==> src/rtl/alu_virtual_board_pkg.sv <==
// Shared types and constants for the DE10-Lite ALU virtual board.
package alu_virtual_board_pkg;

   localparam int ORIG_OPERAND_W   = 4;
   localparam int SELECT_W         = 3;
   localparam int DEBOUNCE_DEFAULT = 50000;

   typedef enum logic [SELECT_W-1:0] {
      OP_CLEAR = 3'd0,
      OP_AND   = 3'd1,
      OP_OR    = 3'd2,
      OP_ADD   = 3'd3,
      OP_SUB   = 3'd4,
      OP_XOR   = 3'd5,
      OP_SHL   = 3'd6,
      OP_SHR   = 3'd7
   } e_operation;

   typedef enum logic [1:0] {
      LOAD_A  = 2'd0,
      LOAD_B  = 2'd1,
      LOAD_OP = 2'd2,
      ISSUE   = 2'd3
   } e_loader_state;

endpackage

==> src/rtl/alu_operand_loader_if.sv <==
// Valid/ready transaction bus from the operand loader to the ALU.
interface alu_operand_loader_if;
   import alu_virtual_board_pkg::*;

   logic                      alu_valid;
   logic                      alu_ready;
   logic [ORIG_OPERAND_W-1:0] op_a;
   logic [ORIG_OPERAND_W-1:0] op_b;
   e_operation                op_sel;

   modport master (output alu_valid, output op_a, output op_b, output op_sel, input alu_ready);
   modport slave  (input alu_valid, input op_a, input op_b, input op_sel, output alu_ready);

endinterface

==> src/rtl/alu_operand_loader_key_debounce.sv <==
// Synchronizer plus stability counter for one active-low key; emits a
// one-cycle pulse on each accepted press (1->0), never on release.
module key_debounce #(
   parameter int DEBOUNCE_CYCLES = 50000,
   parameter int SYNC_STAGES     = 2
) (
   input  logic clk,
   input  logic rst_n,
   input  logic key_n,
   output logic press
);
   localparam int CNT_W = $clog2(DEBOUNCE_CYCLES + 1);

   logic [SYNC_STAGES-1:0] sync;
   logic                   sync_out;
   logic                   level;
   logic [CNT_W-1:0]       cnt;

   assign sync_out = sync[SYNC_STAGES-1];

   // Counter only advances while the synchronized level disagrees with the
   // accepted one; any return to agreement restarts it.
   always_ff @(posedge clk or negedge rst_n) begin
      if (!rst_n) begin
         sync  <= '1;
         level <= 1'b1;
         cnt   <= '0;
         press <= 1'b0;
      end else begin
         sync  <= {sync[SYNC_STAGES-2:0], key_n};
         press <= 1'b0;
         if (sync_out == level) begin
            cnt <= '0;
         end else if (cnt == CNT_W'(DEBOUNCE_CYCLES - 1)) begin
            level <= sync_out;
            cnt   <= '0;
            press <= level & ~sync_out;
         end else begin
            cnt <= cnt + 1'b1;
         end
      end
   end

endmodule

==> src/rtl/alu_operand_loader.sv <==
// Key-driven capture of operand A, operand B and operation, offered to the
// ALU as one valid/ready transaction.
module alu_operand_loader
   import alu_virtual_board_pkg::*;
#(
   parameter int DEBOUNCE_CYCLES = DEBOUNCE_DEFAULT,
   parameter int SYNC_STAGES     = 2,
   parameter int COUNT_W         = 8
) (
   input  logic                      clk,
   input  logic                      rst_n,
   input  logic                      key_enter_n,
   input  logic                      key_cancel_n,
   input  logic [ORIG_OPERAND_W-1:0] sw_data,
   input  logic [SELECT_W-1:0]       sw_sel,
   alu_operand_loader_if.master      alu,
   output logic [3:0]                stage_led,
   output logic [COUNT_W-1:0]        op_count
);

   logic [SYNC_STAGES-1:0][ORIG_OPERAND_W-1:0] data_sync;
   logic [SYNC_STAGES-1:0][SELECT_W-1:0]       sel_sync;
   logic          enter_evt, cancel_evt;
   e_loader_state state, state_nxt;
   logic          cap_a, cap_b, cap_op, xfer;

   key_debounce #(.DEBOUNCE_CYCLES(DEBOUNCE_CYCLES), .SYNC_STAGES(SYNC_STAGES)) u_enter (
      .clk(clk), .rst_n(rst_n), .key_n(key_enter_n), .press(enter_evt)
   );

   key_debounce #(.DEBOUNCE_CYCLES(DEBOUNCE_CYCLES), .SYNC_STAGES(SYNC_STAGES)) u_cancel (
      .clk(clk), .rst_n(rst_n), .key_n(key_cancel_n), .press(cancel_evt)
   );

   always_ff @(posedge clk or negedge rst_n) begin
      if (!rst_n) begin
         data_sync <= '0;
         sel_sync  <= '0;
      end else begin
         data_sync[0] <= sw_data;
         sel_sync[0]  <= sw_sel;
         for (int unsigned i = 1; i < SYNC_STAGES; i++) begin
            data_sync[i] <= data_sync[i-1];
            sel_sync[i]  <= sel_sync[i-1];
         end
      end
   end

   always_ff @(posedge clk or negedge rst_n) begin
      if (!rst_n) state <= LOAD_A;
      else        state <= state_nxt;
   end

   // Cancel outranks enter in LOAD_B/LOAD_OP; ISSUE ignores both keys.
   always_comb begin
      state_nxt = state;
      cap_a     = 1'b0;
      cap_b     = 1'b0;
      cap_op    = 1'b0;
      xfer      = 1'b0;
      unique case (state)
         LOAD_A: if (enter_evt) begin
            cap_a     = 1'b1;
            state_nxt = LOAD_B;
         end
         LOAD_B: if (cancel_evt) begin
            state_nxt = LOAD_A;
         end else if (enter_evt) begin
            cap_b     = 1'b1;
            state_nxt = LOAD_OP;
         end
         LOAD_OP: if (cancel_evt) begin
            state_nxt = LOAD_A;
         end else if (enter_evt) begin
            cap_op    = 1'b1;
            state_nxt = ISSUE;
         end
         ISSUE: if (alu.alu_valid && alu.alu_ready) begin
            xfer      = 1'b1;
            state_nxt = LOAD_A;
         end
         default: state_nxt = LOAD_A;
      endcase
   end

   always_ff @(posedge clk or negedge rst_n) begin
      if (!rst_n) begin
         alu.alu_valid <= 1'b0;
         alu.op_a      <= '0;
         alu.op_b      <= '0;
         alu.op_sel    <= OP_CLEAR;
         op_count      <= '0;
      end else begin
         if (cap_a) alu.op_a <= data_sync[SYNC_STAGES-1];
         if (cap_b) alu.op_b <= data_sync[SYNC_STAGES-1];
         if (cap_op) begin
            alu.op_sel    <= e_operation'(sel_sync[SYNC_STAGES-1]);
            alu.alu_valid <= 1'b1;
         end
         if (xfer) begin
            alu.alu_valid <= 1'b0;
            op_count      <= op_count + 1'b1;
         end
      end
   end

   always_comb stage_led = 4'(4'b0001 << state);

endmodule

==> src/flat_wrapper.sv <==
// flat-port wrapper written by rule: the top's interface ports become plain ports
module alu_operand_loader_flat import alu_virtual_board_pkg::*;
#(
   parameter int DEBOUNCE_CYCLES = DEBOUNCE_DEFAULT,
   parameter int SYNC_STAGES     = 2,
   parameter int COUNT_W         = 8
)
  (clk, rst_n, key_enter_n, key_cancel_n, sw_data, sw_sel, stage_led, op_count, alu_alu_valid, alu_op_a, alu_op_b, alu_op_sel, alu_alu_ready);
  alu_operand_loader_if alu_i ();
  input  logic clk;
  input  logic rst_n;
  input  logic key_enter_n;
  input  logic key_cancel_n;
  input  logic [ORIG_OPERAND_W-1:0] sw_data;
  input  logic [SELECT_W-1:0] sw_sel;
  output logic [3:0] stage_led;
  output logic [COUNT_W-1:0] op_count;
  output wire logic [$bits(alu_i.alu_valid)-1:0] alu_alu_valid;
  output wire logic [$bits(alu_i.op_a)-1:0] alu_op_a;
  output wire logic [$bits(alu_i.op_b)-1:0] alu_op_b;
  output wire logic [$bits(alu_i.op_sel)-1:0] alu_op_sel;
  input wire logic [$bits(alu_i.alu_ready)-1:0] alu_alu_ready;
  assign alu_alu_valid = alu_i.alu_valid;
  assign alu_op_a = alu_i.op_a;
  assign alu_op_b = alu_i.op_b;
  assign alu_op_sel = alu_i.op_sel;
  assign alu_i.alu_ready = alu_alu_ready;
  alu_operand_loader #(.DEBOUNCE_CYCLES(DEBOUNCE_CYCLES), .SYNC_STAGES(SYNC_STAGES), .COUNT_W(COUNT_W)) u_core (.clk(clk), .rst_n(rst_n), .key_enter_n(key_enter_n), .key_cancel_n(key_cancel_n), .sw_data(sw_data), .sw_sel(sw_sel), .alu(alu_i), .stage_led(stage_led), .op_count(op_count));
endmodule
==> config.mk <==
export PLATFORM = sky130hd
export DESIGN_NAME = alu_operand_loader_flat
export DESIGN_NICKNAME = d
export VERILOG_FILES = /design/src/rtl/alu_virtual_board_pkg.sv /design/src/rtl/alu_operand_loader_if.sv /design/src/rtl/alu_operand_loader_key_debounce.sv /design/src/rtl/alu_operand_loader.sv /design/src/flat_wrapper.sv
export SDC_FILE = /design/constraint.sdc
export NUM_CORES = 1
export LEC_CHECK = 0
export ABC_AREA = 1
export ABC_CLOCK_PERIOD_IN_PS = 1700
export CORE_MARGIN = 2
export CORE_UTILIZATION = 50
export DETAILED_ROUTE_END_ITERATION = 10
export GPL_ROUTABILITY_DRIVEN = 0
export PLACE_DENSITY = 0.7
export REMOVE_ABC_BUFFERS = 1
export SYNTH_ARGS = -nofsm -noshare
export SYNTH_HDL_FRONTEND = slang
export SYNTH_SLANG_ARGS = --single-unit
==> constraint.sdc <==
create_clock -name clk -period 1.7 [get_ports clk]
set_input_delay 0.34 -clock clk [delete_from_list [all_inputs] [get_ports clk]]
set_output_delay 0.34 -clock clk [all_outputs]
set_load 0.005 [all_outputs]
==> flow_summary.json, run 1 <==
{
  "regArea_um2": 1909,
  "final_core_util": 0.6285,
  "grt_util_met3": 0.05333,
  "yosysUniqueCellTypes": 29,
  "grt.busiest_layer": "met2",
  "grt_pass1_vias": 2385,
  "routedWlPerCell_um": 12.15,
  "worstSetupPathType": "reg2out",
  "hold_class": "reg2reg",
  "fmax_mhz": 611.8,
  "static-leakage-power_nw": 2.019,
  "skew_ns": 0.01088,
  "dp_worst_setup_slack_ns": 0.1595,
  "yosysMostFrequentCell": "nand2_1",
  "drc": 0,
  "synthCells": 385,
  "clock-root-buffer": "clkbuf_8",
  "multi_input_area_um2": 1318,
  "cp-start-kind": "flip-flop",
  "antenna_found_initial": 0,
  "cts_buffers": 9,
  "vdd_drop_max_uv": 855.1,
  "critPathSlowestCell": "dfrtp_1",
  "portBuffers": 35,
  "fillCellCount": 580,
  "num_vias": 2557,
  "power_frac_comb": 0.033,
  "clkPwrFrac": 0.468,
  "clk_pin_slew_ns": 0.08,
  "h-tree-depth": 3,
  "async_flop_share": 1.000,
  "cp_cell_sequence": "buf_4 > nand2_2 > inv_2 > dlygate4sd2_1",
  "synth.cell_area_um2": 3405,
  "drive_above_1_share": 0.1348,
  "switching_share": 0.2160,
  "die_w_um": 86.52,
  "initial_core_util": 0.5096,
  "rsz0062_at_grt": "false",
  "die_area_um2": 7485,
  "p_per_area_nw_per_um2": 887.9,
  "fin_tns_setup_ns": 0,
  "drtIter0Drc": 99,
  "area_growth_pct": 23.34,
  "finalNonFillerCells": 525,
  "antenna_cells": 0,
  "maxCapViolations": 0,
  "maxSlewHeadroom": 0.7568,
  "finalCritPeriodShare": 0.9615,
  "p_sw_w": 0.0008054,
  "max_stage_delay_ns": 0.43,
  "synthTopCellsByCount": "85 x nand2_1, 76 x nor2_1, 70 x dfrtp_1, 47 x inv_1, 21 x nand3_1",
  "endpoint_kind": "output port",
  "layout_setup_ws_ns": 0.06553,
  "grt_pass1_wl_um": 10630,
  "core_um2": 6681,
  "grt-ovfl-total": 0,
  "maxSlewViolCount": 0,
  "cts_tree": "done",
  "ys_ff_latch": 76,
  "hold_violations": 0,
  "clkLatencyLatePin_ns": 0.35,
  "internal_power_w": 0.002923,
  "ios": 36,
  "grt_max_degree": 39,
  "cp_data_required_time_ns": 1.36,
  "setup_viol": 0,
  "fp.dieH_um": 86.52,
  "wl_um": 6380,
  "dpl.hpwl_um": 4580,
  "drtAntennaViolNets": 0,
  "grt_use_met2": 0.3042,
  "clock-sinks": 76,
  "synth-edff-count": 0,
  "arrival_ns": 1.29,
  "synth_warnings": 0,
  "yosysSeqAreaShare": 0.5608,
  "firstDrtPassIters": 4,
  "synth_area_leaders": "dfrtp_1 51%, nand2_1 9.4%, nor2_1 8.4%",
  "avgSynthCellArea_um2": 8.843,
  "crit_fanout": 4,
  "total_power_w": 0.003728,
  "synthFlopType": "dfrtp_1",
  "dp_cells": 502,
  "grt_use_met1": 0.2357,
  "fin_crit_ns": 1.634,
  "synth_top_area_frac": 0.5145,
  "final_nets": 457,
  "worstMarginPinSlew_ns": 0.3648,
  "clockBufferDepth": 2,
  "status": "complete, no violations",
  "grtUsageTotal": 0.1863,
  "rows": 30,
  "power_frac_seq": 0.499,
  "synth_largest_area_cell": "dfrtp_1",
  "via_per_inst": 4.870
}
[worst max-delay path, delay by kind of cell (launching register included)]
family	cells	cell delay, ns
buffers and inverters	3	0.45
DFF	1	0.43
and+or+nand+nor	1	0.07
[power by group through the flow]
| stage | combinational, W | clock (W) | sequential [W] |
|---|---|---|---|
| after floorplan | 0.0000421 | 0 | 0.00189 |
| after global placement | 0.000121 | 0 | 0.00190 |
| after detailed placement | 0.000124 | 0 | 0.00190 |
| after CTS | 0.000126 | 0.00179 | 0.00186 |
| after global routing | 0.000140 | 0.00185 | 0.00187 |
| final | 0.000122 | 0.00174 | 0.00186 |
[kinds of logic after synthesis]
family,count (synthesis),share of synthesized area
xor+xnor,20,0.05145
simple gates,205,0.2613
flops,76,0.5608
buf+inv,50,0.05513
mux,3,0.009922
compound gates,26,0.04300
fa+ha+maj,5,0.01838
[final timing paths]
check | start | cells after the start | slack (ns) | end
setup / recovery | u_core.state[1] | 4 | 0.07 | stage_led[3]
max in group asynchronous | rst_n | 3 | 0.68 | u_core.u_cancel.sync[0]
setup reg to reg | u_core.u_cancel.cnt[0] | 6 | 0.16 | u_core.u_cancel.cnt[6]
hold / removal | u_core.sel_sync[0] | 0 | 0.35 | u_core.sel_sync[3]
min in group asynchronous | rst_n | 2 | 0.44 | u_core.u_cancel.cnt[12]
hold reg to reg | u_core.sel_sync[0] | 0 | 0.35 | u_core.sel_sync[3]
[flip-flops by register name, summed over array words and instances (netlist names)]
register               cells
u_core.alu.op_a            4
u_core.u_cancel.level      1
u_core.u_cancel.cnt       16
u_core.u_enter.level       1
u_core.u_enter.sync        2
u_core.alu.op_sel          3
u_core.alu.alu_valid       1
u_core.u_cancel.sync       2
u_core.op_count            8
u_core.u_cancel.press      1
u_core.alu.op_b            4
u_core.data_sync           8
u_core.u_enter.press       1
u_core.u_enter.cnt        16
u_core.state               2
u_core.sel_sync            6
[per-stage QoR]
stage	hold slack (ns)	cell area (µm²)
floorplan	0.04441	3397
global placement	0.2779	3887
detailed placement	0.2809	3887
CTS	0.3536	4175
global route	0.3595	4199
finish	0.3519	4199
[layer usage]
| layer | routed length [µm] | share of wire |
|---|---|---|
| met2 | 3131 | 0.49 |
| met1 | 2931 | 0.46 |
| met3 | 257 | 0.040 |
| met4 | 60 | 0.0094 |
| met5 | 0 | 0 |
[layout by cell type (no fill, tap or decap), types with 2 or more instances in the layout]
cell type and instances:
a21oi_1 4, buf_4 10, bufinv_16 3, clkbuf_8 10, clkdlybuf4s50_1 30, dfrtp_1 70, dfstp_2 6, dlygate4sd2_1 3
ha_1 5, inv_1 47, mux2_2 3, nand2_1 84, nand2_2 7, nand3_1 21, nand3_2 4, nor2_1 73
nor2_2 6, nor2_4 2, nor3b_1 2, o21ai_0 14, o21ai_1 2, o21bai_1 4, xnor2_1 5, xor2_1 15
[cell type report]
cell class                      instances  share of cell area
Multi-Input combinational cell        259              0.3138
Inverter                               48             0.04291
Sequential cell                        76              0.4547
Clock buffer                           10             0.03278
Timing Repair Buffer                   46              0.1040
Tap cell                               80             0.02384
Clock inverter                          6             0.02801
[what timing repair did]
action | CTS | global route
hold buffers | 1 | 0
endpoints found under the setup margin | 4 | 2
buffers inserted | 3 | 3
gates resized for setup | 6 | 4
endpoints found under the hold margin | 21 | 0
Note: power is estimated with default switching activity, not from simulation.
==> inputs of run 2 (changes only) <==
- RECOVER_POWER: default -> 100
- SLEW_MARGIN: default -> 20
==> run 2 against run 1 <==
Die area unchanged; worst hold slack about the same; sequential power about the same; via count increased by 0.16%; register-to-register slack got worse by 0.03 ns; clock power about the same; flip-flop and latch count unchanged; final cell count unchanged; non-clock buffer count unchanged.
==> flow_summary.json, run 2 (synthesis results as in run 1) <==
{
  "core_um2": 6681,
  "drive_above_1_share": 0.09888,
  "fillCellCount": 596,
  "grtUsageTotal": 0.1863,
  "final_common_cell": "nand2_1",
  "cp-start-kind": "flip-flop",
  "rsz0062_at_grt": "false",
  "largestRegisters": "u_core.u_cancel.cnt: 16 flops, u_core.u_enter.cnt: 16 flops",
  "r2r-end": "u_core.u_cancel.cnt[0]",
  "max_stage_delay_ns": 0.57,
  "switching_share": 0.2157,
  "finalCritPeriodShare": 0.9702,
  "dpl.hpwl_um": 4580,
  "worst-path-buf-inv": 1,
  "dp_cells": 502,
  "hold_violations": 0,
  "firstDrtPassIters": 4,
  "grt_max_degree": 39,
  "hold_end": "u_core.sel_sync[3]",
  "cp_data_required_time_ns": 1.36,
  "die_area_um2": 7485,
  "critPathSlowestCell": "dlygate4sd3_1",
  "arrival_ns": 1.31,
  "endpoint_kind": "output port",
  "fin_crit_ns": 1.649,
  "clock-sinks": 76,
  "status": "complete, no violations",
  "power_frac_comb": 0.030,
  "wl_um": 6380,
  "crit_start": "u_core.alu.op_sel[0]",
  "layout_common_cells": "86 x nand2_1, 78 x nor2_1, 70 x dfrtp_1, 48 x inv_1, 24 x nand3_1",
  "antenna_cells": 0,
  "drtAntennaViolNets": 0,
  "drc": 0,
  "final_nets": 457,
  "grt_pass1_vias": 2385,
  "internal_power_w": 0.002914,
  "maxCapViolations": 0,
  "maxSlewHeadroom": 0.5301,
  "h-tree-depth": 3,
  "ios": 36,
  "maxSlewViolCount": 0,
  "power_frac_seq": 0.501,
  "portBuffers": 35,
  "skew_ns": 0.01083,
  "die_w_um": 86.52,
  "worstSetupPathType": "reg2out",
  "p_per_area_nw_per_um2": 898.8,
  "vdd_drop_max_uv": 926.9,
  "min_path_cells": 0,
  "worst-r2r-cell-count": 6,
  "p_sw_w": 0.0008015,
  "hp-start": "u_core.sel_sync[0]",
  "rows": 30,
  "clkPwrFrac": 0.469,
  "static-leakage-power_nw": 2.018,
  "crit_family": "buffers and inverters",
  "fp.dieH_um": 86.52,
  "initial_core_util": 0.5096,
  "antenna_found_initial": 0,
  "drtIter0Drc": 93,
  "clk_pin_slew_ns": 0.09,
  "crit_fanout": 2,
  "fmax_mhz": 606.3,
  "clockBufferDepth": 2,
  "fin_tns_setup_ns": 0,
  "grt-ovfl-total": 0,
  "via_per_inst": 4.878,
  "cts_buffers": 9,
  "cts_tree": "done",
  "num_vias": 2561,
  "routedWlPerCell_um": 12.15,
  "area_growth_pct": 21.43,
  "grt_pass1_wl_um": 10630,
  "clkLatencyLatePin_ns": 0.35,
  "clock-root-buffer": "clkbuf_8",
  "finalNonFillerCells": 525,
  "rr_startpoint": "u_core.u_cancel.cnt[0]",
  "worstMarginPinSlew_ns": 0.7048,
  "cp_cell_sequence": "dlygate4sd3_1",
  "hold_class": "reg2reg",
  "setup_viol": 0,
  "reg2reg_slack_ns": 0.13
}
==> run 2: worst max-delay path by stage <==
stage	endpoint	slack (ns)	depth (start not counted)
after CTS	stage_led[2]	0.008	4
after floorplan	u_core.u_enter.cnt[6]	0.35	5
after global placement	u_core.op_count[6]	0.18	8
after detailed placement	u_core.op_count[6]	0.16	8
final	alu_op_sel[0]	0.05	1
after global routing	alu_op_sel[0]	0.006	1
==> run 2: per-layer routing <==
metal / GRT usage / wire [µm] / vias to the layer above / share of wire
li1: - / - / 1299 / -
met1: 0.2357 / 2920 / 1212 / 0.46
met2: 0.3042 / 3130 / 44 / 0.49
met3: 0.05333 / 265 / 6 / 0.042
met4: 0.07244 / 63 / 0 / 0.0099
met5: 0 / 0 / - / 0
==> run 2: power by group through the flow <==
| stage | combinational [W] | sequential, W | clock, W |
|---|---|---|---|
| CTS | 0.000126 | 0.00186 | 0.00179 |
| global placement | 0.000121 | 0.00190 | 0 |
| finish | 0.000113 | 0.00186 | 0.00174 |
| floorplan | 0.0000421 | 0.00189 | 0 |
| global route | 0.000131 | 0.00187 | 0.00185 |
| detailed placement | 0.000124 | 0.00190 | 0 |
==> run 2: what timing repair did <==
| item | CTS | global route |
|---|---|---|
| setup endpoints to repair | 4 | 2 |
| hold buffers | 1 | 0 |
| hold endpoints to repair | 21 | 0 |
| setup buffers | 3 | 3 |
| gates resized for setup | 6 | 4 |
==> run 2: cell type report <==
type / count / area [µm²] / area share
Tap cell: 80 / 100.1 / 0.02421
Clock buffer: 10 / 137.6 / 0.03329
Multi-Input combinational cell: 259 / 1270 / 0.3072
Timing Repair Buffer: 46 / 419.2 / 0.1014
Clock inverter: 6 / 117.6 / 0.02845
Inverter: 48 / 180.2 / 0.04358
Sequential cell: 76 / 1909 / 0.4619
==> run 2: per-stage QoR <==
stage	utilization	instance area (µm²)	hold WS [ns]	setup slack [ns]	total power, W
floorplan	-	3397	0.04441	0.3482	0.001936
global placement	0.5818	3887	0.2779	0.1755	0.002017
detailed placement	0.5818	3887	0.2809	0.1595	0.002022
CTS	0.6249	4175	0.3536	0.007560	0.003775
global route	0.6187	4134	0.3595	0.005988	0.003847
finish	0.6187	4134	0.3519	0.05074	0.003716
==> inputs of run 3 (changes only) <==
- CORE_UTILIZATION: 50 -> 40
- PLACE_DENSITY: 0.7 -> 0.58
- TNS_END_PERCENT: default -> 10
==> run 3 against run 2 <==
Sequential power about the same; routed wire length fell by 3.3%; maximum frequency up 0.24%; global-route usage fell by 3.4 points; critical path type unchanged; largest power group unchanged; highest routed layer unchanged.
==> flow_summary.json, run 3 (synthesis results as in run 1) <==
{
  "fin_tns_setup_ns": 0,
  "cp-start-kind": "flip-flop",
  "static-leakage-power_nw": 1.994,
  "drtIter0Drc": 114,
  "grt_pass1_wl_um": 10670,
  "placed_cell_area_um2": 3919,
  "maxSlewHeadroom": 0.5663,
  "crit_family": "buffers and inverters",
  "grt_use_met2": 0.2344,
  "endpoint": "alu_op_b[2]",
  "num_vias": 2473,
  "clkPwrFrac": 0.434,
  "endpoint_kind": "output port",
  "final_nets": 454,
  "grt.busiest_layer": "met2",
  "initial_core_util": 0.4143,
  "dpl.hpwl_um": 4492,
  "grt_use_met1": 0.2042,
  "die_w_um": 96.26,
  "finalCritPeriodShare": 0.9678,
  "crit_cells": 1,
  "h-tree-depth": 3,
  "crit_start": "u_core.alu.op_b[2]",
  "grt_max_degree": 51,
  "core_um2": 8217,
  "cp_data_required_time_ns": 1.36,
  "worst-r2r-cell-count": 6,
  "grtUsageTotal": 0.1521,
  "firstDrtPassIters": 4,
  "cp_cell_sequence": "dlygate4sd3_1",
  "cts_buffers": 9,
  "p_sw_w": 0.0007720,
  "critPathSlowestCell": "dlygate4sd3_1",
  "antenna_cells": 0,
  "rsz0062_at_grt": "false",
  "wl_um": 6171,
  "fin_crit_ns": 1.645,
  "layout_common_cells": "86 x nand2_1, 78 x nor2_1, 69 x dfrtp_1, 47 x inv_1, 23 x nand3_1",
  "power_frac_comb": 0.031,
  "worstSetupPathType": "reg2out",
  "routedWlPerCell_um": 11.28,
  "max_stage_delay_ns": 0.57,
  "clkLatencyLatePin_ns": 0.35,
  "via_per_inst": 4.521,
  "vdd_drop_max_uv": 460.1,
  "total_power_w": 0.003479,
  "setup_viol": 0,
  "largestRegisters": "u_core.u_cancel.cnt: 16 flops, u_core.u_enter.cnt: 16 flops",
  "dp_cells": 527,
  "switching_share": 0.2219,
  "clockBufferDepth": 2,
  "reg2reg_slack_ns": 0.19,
  "hold_violations": 0,
  "finalNonFillerCells": 547,
  "drtAntennaViolNets": 0,
  "status": "complete, no violations",
  "cts_tree": "done",
  "rr_startpoint": "u_core.u_cancel.sync[1]",
  "power_frac_seq": 0.535,
  "grt-ovfl-total": 0,
  "portBuffers": 35,
  "drive_above_1_share": 0.09502,
  "rows": 33,
  "worst-path-buf-inv": 1,
  "skew_ns": 0.007948,
  "r2r-end": "u_core.u_cancel.level",
  "fmax_mhz": 607.8,
  "fp.dieH_um": 96.26,
  "hold_class": "reg2reg",
  "drc": 0,
  "die_area_um2": 9265,
  "clock-root-buffer": "clkbuf_8",
  "antenna_found_initial": 0,
  "crit_fanout": 2,
  "grt_pass1_vias": 2390,
  "area_growth_pct": 20.91,
  "design_area_um2": 4116,
  "final_common_cell": "nand2_1",
  "internal_power_w": 0.002708,
  "p_per_area_nw_per_um2": 845.3,
  "ios": 36,
  "grt_util_met3": 0.03994,
  "maxSlewViolCount": 0,
  "clk_pin_slew_ns": 0.08,
  "worstMarginPinSlew_ns": 0.6505,
  "clock-sinks": 76,
  "arrival_ns": 1.31,
  "maxCapViolations": 0
}
-- run 3: through the flow --
step / worst slack, ns / utilization / hold slack (ns)
after floorplan: 0.3482 / - / 0.04441
after global placement: 0.1868 / 0.4769 / 0.2339
after detailed placement: 0.1680 / 0.4769 / 0.2331
after CTS: -0.1240 / 0.5066 / 0.3535
after global routing: 0.006243 / 0.5010 / 0.3601
final: 0.05476 / 0.5010 / 0.3514
-- run 3: timing repair --
item                                    4_1_cts  5_1_grt
buffers inserted                              2        1
gates resized for setup                       4        8
hold buffers                                  1        0
endpoints found under the hold margin        18        0
endpoints found under the setup margin        4        3
-- run 3: area by class of cell --
type / instances / area (µm²)
Clock inverter: 6 / 88.84
Multi-Input combinational cell: 259 / 1280
Clock buffer: 10 / 127.6
Sequential cell: 76 / 1911
Timing Repair Buffer: 43 / 397.9
Tap cell: 105 / 131.4
Fill cell: 809 / 4100
Inverter: 48 / 180.2
-- run 3: layer usage --
layer	part of all wire	wire [µm]
met5	0	0
met4	0.018	113
met3	0.041	251
met2	0.43	2624
met1	0.52	3182
-- run 3: power by group through the flow --
stage / clock, W / combinational, W / sequential [W]
after floorplan: 0 / 0.0000421 / 0.00189
after global placement: 0 / 0.000123 / 0.00190
after detailed placement: 0 / 0.000125 / 0.00190
after CTS: 0.00155 / 0.000127 / 0.00186
after global routing: 0.00164 / 0.000129 / 0.00187
final: 0.00151 / 0.000109 / 0.00186
-- run 3: worst min path at each step --
stage                        startpoint                   end  slack [ns]  cells after the start
detailed placement                rst_n    u_core.alu.op_a[1]        0.23                      1
global route        u_core.data_sync[2]   u_core.data_sync[6]        0.36                      0
global placement                  rst_n    u_core.alu.op_a[3]        0.23                      1
floorplan                         rst_n  u_core.alu.alu_valid        0.04                      0
finish              u_core.data_sync[1]   u_core.data_sync[5]        0.35                      0
CTS                 u_core.data_sync[1]   u_core.data_sync[5]        0.35                      0
